<file path="config.mk">
export PLATFORM = sky130hd
export DESIGN_NAME = cordic_ci_ctrl_flat
export DESIGN_NICKNAME = d
export VERILOG_FILES = /design/src/rtl/cordic_pkg.sv /design/src/rtl/cordic_ci_ctrl_if.sv /design/src/rtl/cordic_arg_check.sv /design/src/rtl/cordic_ci_ctrl.sv /design/src/flat_wrapper.sv
export SDC_FILE = /design/constraint.sdc
export NUM_CORES = 1
export LEC_CHECK = 0
export BUFFER_PORTS_ARGS = -buffer_cell sky130_fd_sc_hd__buf_2
export CAP_MARGIN = 20
export CORE_MARGIN = 4
export CORE_UTILIZATION = 58
export CTS_BUF_LIST = sky130_fd_sc_hd__clkbuf_2 sky130_fd_sc_hd__clkbuf_4 sky130_fd_sc_hd__clkbuf_8
export CTS_CLUSTER_SIZE = 12
export DETAILED_ROUTE_END_ITERATION = 8
export HOLD_SLACK_MARGIN = 0.12
export PLACE_DENSITY_LB_ADDON = 0.08
export SLEW_MARGIN = 20
export SYNTH_ARGS = -nofsm -noshare
export SYNTH_HDL_FRONTEND = slang
export SYNTH_SLANG_ARGS = --single-unit
</file>
<file path="constraint.sdc">
create_clock -name clk -period 3.15 [get_ports clk]
set_input_delay 0.1575 -clock clk [delete_from_list [all_inputs] [get_ports clk]]
set_output_delay 0.1575 -clock clk [all_outputs]
set_load 0.03 [all_outputs]
</file>
<file path="src/rtl/cordic_pkg.sv">
// Shared types and constants for the float CORDIC
// custom-instruction front ends.
package cordic_pkg;

  localparam int LATENCY_DEF = 4;

  typedef enum logic [1:0] {
    OP_COS    = 2'd0,
    OP_LAST   = 2'd1,
    OP_OPCNT  = 2'd2,
    OP_ERRCNT = 2'd3
  } op_e;

  typedef enum logic [1:0] {
    S_IDLE = 2'd0,
    S_WAIT = 2'd1,
    S_DONE = 2'd2
  } state_e;

  localparam logic [31:0] QNAN = 32'h7FC00000;

  localparam logic [7:0]  HALF_PI_EXP  = 8'd127;
  localparam logic [22:0] HALF_PI_MANT = 23'h490FDB;

endpackage

</file>
<file path="src/rtl/cordic_ci_ctrl_if.sv">
// CPU custom-instruction and CORDIC core signals
// bundled for the front end.
interface cordic_ci_ctrl_if #(
  parameter int W = 32
);
  logic         clk_en;
  logic         start;
  logic [1:0]   n;
  logic [W-1:0] dataa;
  logic         done;
  logic [W-1:0] result;
  logic [W-1:0] cordic_dataa;
  logic [W-1:0] cordic_result;

  modport master (
    output clk_en, start, n, dataa,
    output cordic_result,
    input  done, result, cordic_dataa
  );

  modport slave (
    input  clk_en, start, n, dataa,
    input  cordic_result,
    output done, result, cordic_dataa
  );
endinterface

</file>
<file path="src/rtl/cordic_arg_check.sv">
// Range check of a folded float magnitude
// against pi/2; Inf/NaN fall out as too large.
module cordic_arg_check
  import cordic_pkg::*;
(
  input  logic [30:0] i_mag,
  output logic        o_in_range
);

  logic [7:0]  w_exp;
  logic [22:0] w_mant;

  assign w_exp  = i_mag[30:23];
  assign w_mant = i_mag[22:0];

  always_comb begin
    o_in_range = 1'b1;
    if (w_exp > HALF_PI_EXP)
      o_in_range = 1'b0;
    else if (w_exp == HALF_PI_EXP &&
             w_mant > HALF_PI_MANT)
      o_in_range = 1'b0;
  end

endmodule

</file>
<file path="src/rtl/cordic_ci_ctrl.sv">
// Nios II multi-cycle custom-instruction front end
// for the pipelined float cosine CORDIC core.
module cordic_ci_ctrl
  import cordic_pkg::*;
#(
  parameter int LATENCY = LATENCY_DEF,
  parameter int W       = 32,
  parameter int CNT_W   = 32
) (
  input  logic             clk,
  input  logic             rst,
  cordic_ci_ctrl_if.slave  bus
);

  localparam int CW = $clog2(LATENCY + 1);

  state_e             r_state;
  state_e             w_state_nx;
  logic [CW-1:0]      r_cnt;
  logic [CW-1:0]      w_cnt_nx;
  logic               r_done;
  logic               w_done_nx;
  logic [W-1:0]       r_result;
  logic [W-1:0]       w_result_nx;
  logic [W-1:0]       r_cdata;
  logic [W-1:0]       w_cdata_nx;
  logic [W-1:0]       r_last;
  logic [W-1:0]       w_last_nx;
  logic [CNT_W-1:0]   r_op_cnt;
  logic [CNT_W-1:0]   w_op_cnt_nx;
  logic [CNT_W-1:0]   r_err_cnt;
  logic [CNT_W-1:0]   w_err_cnt_nx;

  op_e                w_op;
  logic               w_cos;
  logic               w_ok;

  assign w_op  = op_e'(bus.n);
  assign w_cos = (w_op == OP_COS);

  cordic_arg_check u_chk (
    .i_mag      (bus.dataa[30:0]),
    .o_in_range (w_ok)
  );

  always_ff @(posedge clk or negedge rst) begin
    if (!rst)
      r_state <= S_IDLE;
    else if (bus.clk_en)
      r_state <= w_state_nx;
  end

  always_comb begin
    w_state_nx   = r_state;
    w_cnt_nx     = r_cnt;
    w_done_nx    = 1'b0;
    w_result_nx  = r_result;
    w_cdata_nx   = r_cdata;
    w_last_nx    = r_last;
    w_op_cnt_nx  = r_op_cnt;
    w_err_cnt_nx = r_err_cnt;
    unique case (r_state)
      S_IDLE: begin
        if (bus.start) begin
          w_done_nx  = 1'b1;
          w_state_nx = S_DONE;
          unique case (1'b1)
            w_cos && w_ok: begin
              w_done_nx  = 1'b0;
              w_state_nx = S_WAIT;
              w_cnt_nx   = CW'(LATENCY);
              w_cdata_nx = {1'b0, bus.dataa[W-2:0]};
            end
            w_cos && !w_ok: begin
              w_result_nx  = QNAN;
              w_err_cnt_nx = r_err_cnt + CNT_W'(1);
            end
            w_op == OP_LAST:
              w_result_nx = r_last;
            w_op == OP_OPCNT:
              w_result_nx = W'(r_op_cnt);
            w_op == OP_ERRCNT:
              w_result_nx = W'(r_err_cnt);
          endcase
        end
      end
      S_WAIT: begin
        // core input has been stable long enough
        if (r_cnt == CW'(1)) begin
          w_result_nx = bus.cordic_result;
          w_last_nx   = bus.cordic_result;
          w_op_cnt_nx = r_op_cnt + CNT_W'(1);
          w_done_nx   = 1'b1;
          w_state_nx  = S_DONE;
        end else begin
          w_cnt_nx = r_cnt - CW'(1);
        end
      end
      S_DONE:
        w_state_nx = S_IDLE;
      default:
        w_state_nx = S_IDLE;
    endcase
  end

  always_ff @(posedge clk or negedge rst) begin
    if (!rst) begin
      r_cnt     <= '0;
      r_done    <= 1'b0;
      r_result  <= '0;
      r_cdata   <= '0;
      r_last    <= '0;
      r_op_cnt  <= '0;
      r_err_cnt <= '0;
    end else if (bus.clk_en) begin
      r_cnt     <= w_cnt_nx;
      r_done    <= w_done_nx;
      r_result  <= w_result_nx;
      r_cdata   <= w_cdata_nx;
      r_last    <= w_last_nx;
      r_op_cnt  <= w_op_cnt_nx;
      r_err_cnt <= w_err_cnt_nx;
    end
  end

  assign bus.done         = r_done;
  assign bus.result       = r_result;
  assign bus.cordic_dataa = r_cdata;

endmodule

</file>
<file path="src/flat_wrapper.sv">
// flat-port wrapper written by rule: the top's interface ports become plain ports
module cordic_ci_ctrl_flat import cordic_pkg::*;
#(
  parameter int LATENCY = LATENCY_DEF,
  parameter int W       = 32,
  parameter int CNT_W   = 32
)
  (clk, rst, bus_clk_en, bus_start, bus_n, bus_dataa, bus_cordic_result, bus_done, bus_result, bus_cordic_dataa);
  cordic_ci_ctrl_if #(.W(W)) bus_i ();
  input  logic clk;
  input  logic rst;
  input wire logic [$bits(bus_i.clk_en)-1:0] bus_clk_en;
  input wire logic [$bits(bus_i.start)-1:0] bus_start;
  input wire logic [$bits(bus_i.n)-1:0] bus_n;
  input wire logic [$bits(bus_i.dataa)-1:0] bus_dataa;
  input wire logic [$bits(bus_i.cordic_result)-1:0] bus_cordic_result;
  output wire logic [$bits(bus_i.done)-1:0] bus_done;
  output wire logic [$bits(bus_i.result)-1:0] bus_result;
  output wire logic [$bits(bus_i.cordic_dataa)-1:0] bus_cordic_dataa;
  assign bus_i.clk_en = bus_clk_en;
  assign bus_i.start = bus_start;
  assign bus_i.n = bus_n;
  assign bus_i.dataa = bus_dataa;
  assign bus_i.cordic_result = bus_cordic_result;
  assign bus_done = bus_i.done;
  assign bus_result = bus_i.result;
  assign bus_cordic_dataa = bus_i.cordic_dataa;
  cordic_ci_ctrl #(.LATENCY(LATENCY), .W(W), .CNT_W(CNT_W)) u_core (.clk(clk), .rst(rst), .bus(bus_i));
endmodule
</file>
==> Word-level counts from Yosys, hierarchy flattened <==
Index checks and enable logic that the tools add are counted.
{ "word_totals": {"elab_cells": 55, "out_inout_bits": 65, "register_bits": 165} }
{ "op_classes": {"n_mux": 18, "add_sub_neg": 3, "magnitude_cmp": 2, "reduce_logical": 13, "eq_ne": 11} }
{ "op_table": {"columns": ["operator", "count"], "rows": [
  ["$pmux W32 S4", 1],
  ["$add A32 B1 Y32 const B", 2],
  ["$mux W32", 2],
  ["$pmux W32 S2", 1],
  ["$gt A23 B23 Y1 const B", 1],
  ["$reduce_and A5 Y1", 2],
  ["$mux W3", 3],
  ["$eq A8 B7 Y1 const B", 1],
  ["$gt A8 B7 Y1 const B", 1],
  ["$reduce_and A4 Y1", 2],
  ["$mux W2", 3],
  ["$pmux W3 S2", 1],
  ["$reduce_and A3 Y1", 2],
  ["$mux W1", 5],
  ["$ne A5 B1 Y1 const B", 1],
  ["$eq A2 B1 Y1 const B", 2],
  ["$eq A2 B2 Y1 const B", 2],
  ["$logic_not A2 Y1", 2],
  ["$ne A2 B1 Y1 const B", 2],
  ["$ne A2 B2 Y1 const B", 2],
  ["$pmux W2 S2", 1],
  ["$eq A3 B1 Y1 const B", 1],
  ["$logic_and A1 B1 Y1", 3],
  ["$sub A3 B1 Y3 const B", 1],
  ["3 further kinds", 3]
]} }

==> Depth between registers and ports, before layout <==
{ "logic_depth": {"word_depth": 9, "ltp_mapped": 8} }

==> Cells and area by module <==
From an unflattened synthesis, not the netlist that was laid out.
{ "unflattened": {"hier_cells": 703, "hier_area_um2": 7870.0} }
{ "by_module_without_submodules": {"columns": ["module", "area_each_um2", "instances", "seq_area_each_um2", "cells_each"], "rows": [
  ["cordic_ci_ctrl", 7727.4, 1, 4129.0, 684],
  ["cordic_arg_check", 142.6, 1, 0.0, 19]
]} }

==> Worst setup path after synthesis <==
No wires, ideal clock.
{ "synth_path": {"path_kind": "input -> register", "from": "input bus_dataa[21]", "to": "register u_core.r_result[10], in the netlist u_core.bus.result[10]", "arrival_ns": 2.319, "setup_time_ns": 0.125, "path_stages": 8, "n_path_buf": 2, "setup_slack_ns": 0.707, "cell_sequence": "or4b_1 > nor4_2 > a211oi_1 > o31a_1 > buf_6 > a31oi_4 > buf_6 > mux2_2"} }
{ "synth_between": {"elab_chain_cells": 9, "elab_cells_between_ends": 11} }
{ "synth_lines": {"columns": ["element", "line_no", "rtl"], "rows": [
  ["from (decl)", "flat_wrapper.sv:15", "input wire logic [$bits(bus_i.dataa)-1:0] bus_dataa;"],
  ["$gt A23 B23 Y1 (*)", "cordic_arg_check.sv:21", "w_mant > HALF_PI_MANT)"],
  ["$logic_and A1 B1 Y1 (*)", "cordic_arg_check.sv:20", "else if (w_exp == HALF_PI_EXP &&"],
  ["$mux W1 (*)", "cordic_arg_check.sv:20", null],
  ["$mux W1 (*)", "cordic_arg_check.sv:18", "if (w_exp > HALF_PI_EXP)"],
  ["$logic_not A1 Y1 (*)", "cordic_ci_ctrl.sv:74", "w_cos && !w_ok: begin"],
  ["$logic_and A1 B1 Y1 (*)", "cordic_ci_ctrl.sv:74", null],
  ["$pmux W32 S4", "cordic_ci_ctrl.sv:67", "unique case (1'b1)"],
  ["$mux W32", "cordic_ci_ctrl.sv:64", "if (bus.start) begin"],
  ["$pmux W32 S2", "cordic_ci_ctrl.sv:62", "unique case (r_state)"],
  ["to (signal assigned)", "cordic_ci_ctrl.sv:118", "r_result <= w_result_nx;"],
  ["to (decl)", "cordic_ci_ctrl.sv:23", "logic [W-1:0] r_result;"]
]} }
Mark *: on every way between the ends. The rest lies on a longest branch, timed or not. The select of a mux whose other input is x is not followed.
A chain may end at the register's enable or synchronous reset.

==> Worst setup path in the final report <==
{ "layout_path": {"from": "input bus_dataa[21]", "to": "register u_core.r_done, in the netlist u_core.bus.done"} }
{ "layout_between": {"elab_chain_cells": 8} }
{ "layout_lines": {"columns": ["element", "line_no", "rtl"], "rows": [
  ["$gt A23 B23 Y1", "cordic_arg_check.sv:21", null],
  ["$logic_and A1 B1 Y1", "cordic_arg_check.sv:20", null],
  ["$mux W1", "cordic_arg_check.sv:20", null],
  ["$mux W1", "cordic_arg_check.sv:18", null],
  ["$logic_and A1 B1 Y1", "cordic_ci_ctrl.sv:68", "w_cos && w_ok: begin"],
  ["$mux W1", "cordic_ci_ctrl.sv:67", null],
  ["$mux W1", "cordic_ci_ctrl.sv:64", null],
  ["$pmux W1 S2", "cordic_ci_ctrl.sv:62", null],
  ["to (signal assigned)", "cordic_ci_ctrl.sv:117", "r_done <= w_done_nx;"],
  ["to (decl)", "cordic_ci_ctrl.sv:21", "logic r_done;"]
]} }
No other way between the ends.

==> impl_metrics.csv <==
group,metric,value,unit
clock_tree,cts-root-to-sink-buffers,2,
worst_setup_path,critical_path_class,"in -> reg",
die,core.rowCount,42,
global_route,number_of_antenna_violations_at_the_first_check_in_global_routing,0,
finish,area_growth_syn_to_layout,25.8,%
worst_setup_path,worstSetupStartpointType,"input pin",
clock_tree,clockRootBuffer,"sky130_fd_sc_hd__clkbuf_8",
worst_setup_path,timing.critical_path.buf_inv,3,
pwr,ir_worst_vdd,0.000616,V
pwr,power.internal,0.00448,W
global_route,grt.overflow.total,0,
global_route,via_count_of_the_first_global_routing_pass,6709,
worst_setup_path,crit_path_cell_trace,"dlygate4sd3_1, buf_2, or4b_1, nor4_2, and4_1, nor3_1, o21ai_0, o221ai_1, dlygate4sd3_1",
finish,final_instance_area,9800,um^2
synth,area_fraction_of_the_dominant_cell_type_after_synthesis,0.530,
global_route,global_route.usage.met1,0.348,
detailed_routing,routed_via_density,5.78,
finish,layout_commonest_cell,"sky130_fd_sc_hd__dfrtp_1",
sta,slew_headroom,0.384,
worst_setup_path,worst_ep_arrival_time,3280,ps
place,gp_routability_congestion,0.867,
synth,syn-instance-count,743,
pwr,comb_power_share,0.312,
worst_setup_path,critical_path.max_fanout,4,
die,initial_utilization,0.591,
die,io_pins,135,
sta,timing_hold_violations_final,0,
detailed_routing,final_antenna_net_count,0,
detailed_routing,avgRoutedWirePerCell,17.8,um
synth,synth_largest_area_cell,"sky130_fd_sc_hd__dfrtp_1",
die,height_of_the_die,124,um
global_route,maximum_number_of_pins_on_one_net_before_global_route_repair,100,
detailed_routing,drc,0,
pwr,netSwitchingFraction,0.350,
sta,report.final.setup_viol,0,
synth,average_cell_area_after_synthesis,10.5,um^2
global_route,grt_use_met3,0.0568,
detailed_routing,drtIter0Drc,604,
clock_tree,cts_max_level,4,
die,design.core.area,13200,um^2
worst_setup_path,timing.critical_path.slowest_stage_cell,"sky130_fd_sc_hd__dlygate4sd3_1",
clock_tree,clkSinkCount,165,
finish,n_fill_cell,949,
synth,ys_warn_count,0,
place,postPlaceCellArea,8640,um^2
finish,antennaDiodeCount,0,
global_route,busiest_layer,"met2",
finish,layout-drive-gt1-share,0.257,
pwr,p_per_cell_area,704,nW/um^2
sta,skew,11.9,ps
worst_setup_path,crit_path_end_kind,"register",
synth,synthFlopType,"sky130_fd_sc_hd__dfrtp_1",
sta,measured_slew_at_the_worst_slew_check_pin,924,ps
flow_run,drv.max_cap_violation_count,0,
synth,synth.top_cells.by_area,"sky130_fd_sc_hd__dfrtp_1 (53%), sky130_fd_sc_hd__mux2_2 (8.2%), sky130_fd_sc_hd__nand2_1 (7.8%), sky130_fd_sc_hd__xor2_1 (3.8%), sky130_fd_sc_hd__xnor2_1 (3.3%)",
pwr,total_leakage_power,4.90,nW
pwr,p_sw,0.00242,W
clock_tree,cts-buffers-inserted,17,
detailed_routing,wl,20.1,mm
pwr,pwr-share-clk,0.270,
min_path,worstHoldPathCells,5,
die,fp.dieArea,15400,um^2
global_route,global_route_wire_length_before_repair,33.1,mm
worst_setup_path,cell_repeated_most_along_the_worst_path,"sky130_fd_sc_hd__dlygate4sd3_1",
sta,fmax,340,MHz
synth,synth_enable_flop_cells,0,
synth,ys_seq_area_frac,0.530,
min_path,worst_hold_path_type,"in -> reg",
detailed_routing,drt-pass1-iter-count,6,
worst_setup_path,critPathMaxStageDelay,610,ps
global_route,grt_usage,0.280,
worst_setup_path,worst_ep_required_time,3490,ps
worst_setup_path,cp_top_family,"simple AND/OR/NAND/NOR gates",
sta,period_minus_slack,2940,ps
sta,final_tns_setup,0,ps
outcome,outcome,"completed",
global_route,grtUsageMet2,0.472,
clock_tree,clock_tree_from_tritoncts,"built",
synth,post_synth_instance_area,7790,um^2
sta,slew_viol_final,0,
synth,synthDistinctLibCells,44,
finish,sequential_standard_cell_area,4130,um^2
worst_setup_path,cp.depth,9,
worst_setup_path,rr_worst_depth,6,
pwr,share_seq_of_total_power,0.418,
die,die_w,124,um
place,detailedPlacementHpwl,12.8,mm
finish,layout_net_count,1016,
place,buffer_ports.inserted,132,
detailed_routing,vias,6499,
clock_tree,cts-resized-gates,0,
sta,grt_setup_unrepaired,"no",
synth,synth_nets,822,
clock_tree,source_to_sink_clock_delay_at_the_later_pin_of_the_worst_skew_pair,460,ps
finish,layout_common_cells,"sky130_fd_sc_hd__dfrtp_1 (165), sky130_fd_sc_hd__nand2_1 (161), sky130_fd_sc_hd__buf_2 (131)",
synth,synthArstFlopShare,1.00,
clock_tree,path_clk_slew,80,ps
finish,multiInputGateArea,3430,um^2
sta,timing.final.crit_share,0.935,
synth,ffs_latches_synth,165,
## sequential cells by signal, summed over array words and instances, names as in the netlist
name	flops
u_core.bus.cordic_dataa	31
u_core.bus.done	1
u_core.r_cnt	3
u_core.bus.result	32
u_core.r_err_cnt	32
u_core.r_op_cnt	32
u_core.r_state	2
u_core.r_last	32
## kinds of logic after synthesis
kind of cell             after synthesis  synth area share
adder cells (fa/ha/maj)                9            0.0145
multiplexers                          63            0.0911
flip-flops                           165             0.530
XOR/XNOR                              63            0.0708
other                                  1          0.000481
buffers and inverters                 51            0.0307
AO/OA/AOI/OAI                         97            0.0880
AND/OR/NAND/NOR                      294             0.175
## worst paths after layout
check / from / end / slack, ps
hold reg to reg: u_core.r_err_cnt[31] / u_core.r_err_cnt[31] / 470
setup / recovery: bus_dataa[21] / u_core.bus.done / 210
hold / removal: bus_dataa[30] / u_core.r_state[1] / 170
setup reg to reg: u_core.r_state[1] / u_core.r_err_cnt[25] / 570
min in group asynchronous: rst / u_core.r_err_cnt[7] / 390
max in group asynchronous: rst / u_core.r_err_cnt[14] / 1890
## cell usage after synthesis, types with 14 or more instances
cell type,instances
sky130_fd_sc_hd__nor2_1,24
sky130_fd_sc_hd__xnor2_1,29
sky130_fd_sc_hd__mux2_2,57
sky130_fd_sc_hd__nand3_1,21
sky130_fd_sc_hd__nor3_1,24
sky130_fd_sc_hd__a21oi_1,14
sky130_fd_sc_hd__a222oi_1,23
sky130_fd_sc_hd__clkbuf_1,30
sky130_fd_sc_hd__nand4_1,16
sky130_fd_sc_hd__dfrtp_1,165
sky130_fd_sc_hd__xor2_1,34
sky130_fd_sc_hd__o21ai_0,30
sky130_fd_sc_hd__nand2_1,161
## through the flow
stage	cells	util	hold slack (ps)	setup slack, ps	total power [W]
3_5_place_dp	1027	0.655	330	359	0.00500
6_report	1125	0.743	169	206	0.00690
5_1_grt	1125	0.743	225	134	0.00725
4_1_cts	1125	0.743	149	248	0.00693
3_3_place_gp	1027	0.655	318	441	0.00491
2_1_floorplan	743	-	-138	707	0.00431
## power groups by stage
stage               clock network [W]  logic [W]  registers [W]
floorplan                           0   0.000767        0.00354
global placement                    0    0.00203        0.00288
detailed placement                  0    0.00209        0.00291
CTS                           0.00189    0.00216        0.00288
global route                  0.00197    0.00233        0.00295
finish                        0.00186    0.00215        0.00288
## metal layers
metal  up-vias  wire length (um)
met5         -                 0
met4         0               514
met3        45              1030
met2       222             10300
met1      3226              8270
li1       3006                 -
## timing repair
| action | in CTS | in global routing |
|---|---|---|
| hold endpoints to repair | 189 | 0 |
| hold buffers | 67 | 0 |
| buffers inserted | 0 | 0 |
## worst reg2reg max path, delay by kind of cell, from the launching register on
| family | cells | cell delay (ps) |
|---|---|---|
| AND/OR/NAND/NOR | 4 | 1430 |
| flip-flops | 1 | 480 |
| AO/OA/AOI/OAI | 1 | 410 |
| XOR/XNOR | 1 | 190 |
## area by class of cell
| cell class | count | area share |
|---|---|---|
| Timing Repair Buffer | 218 | 0.154 |
| Sequential cell | 165 | 0.421 |
| Clock inverter | 9 | 0.0202 |
| Tap cell | 176 | 0.0225 |
| Multi-Input combinational cell | 527 | 0.350 |
| Inverter | 8 | 0.00306 |
| Clock buffer | 22 | 0.0296 |
(Power assumes the default switching activity.)
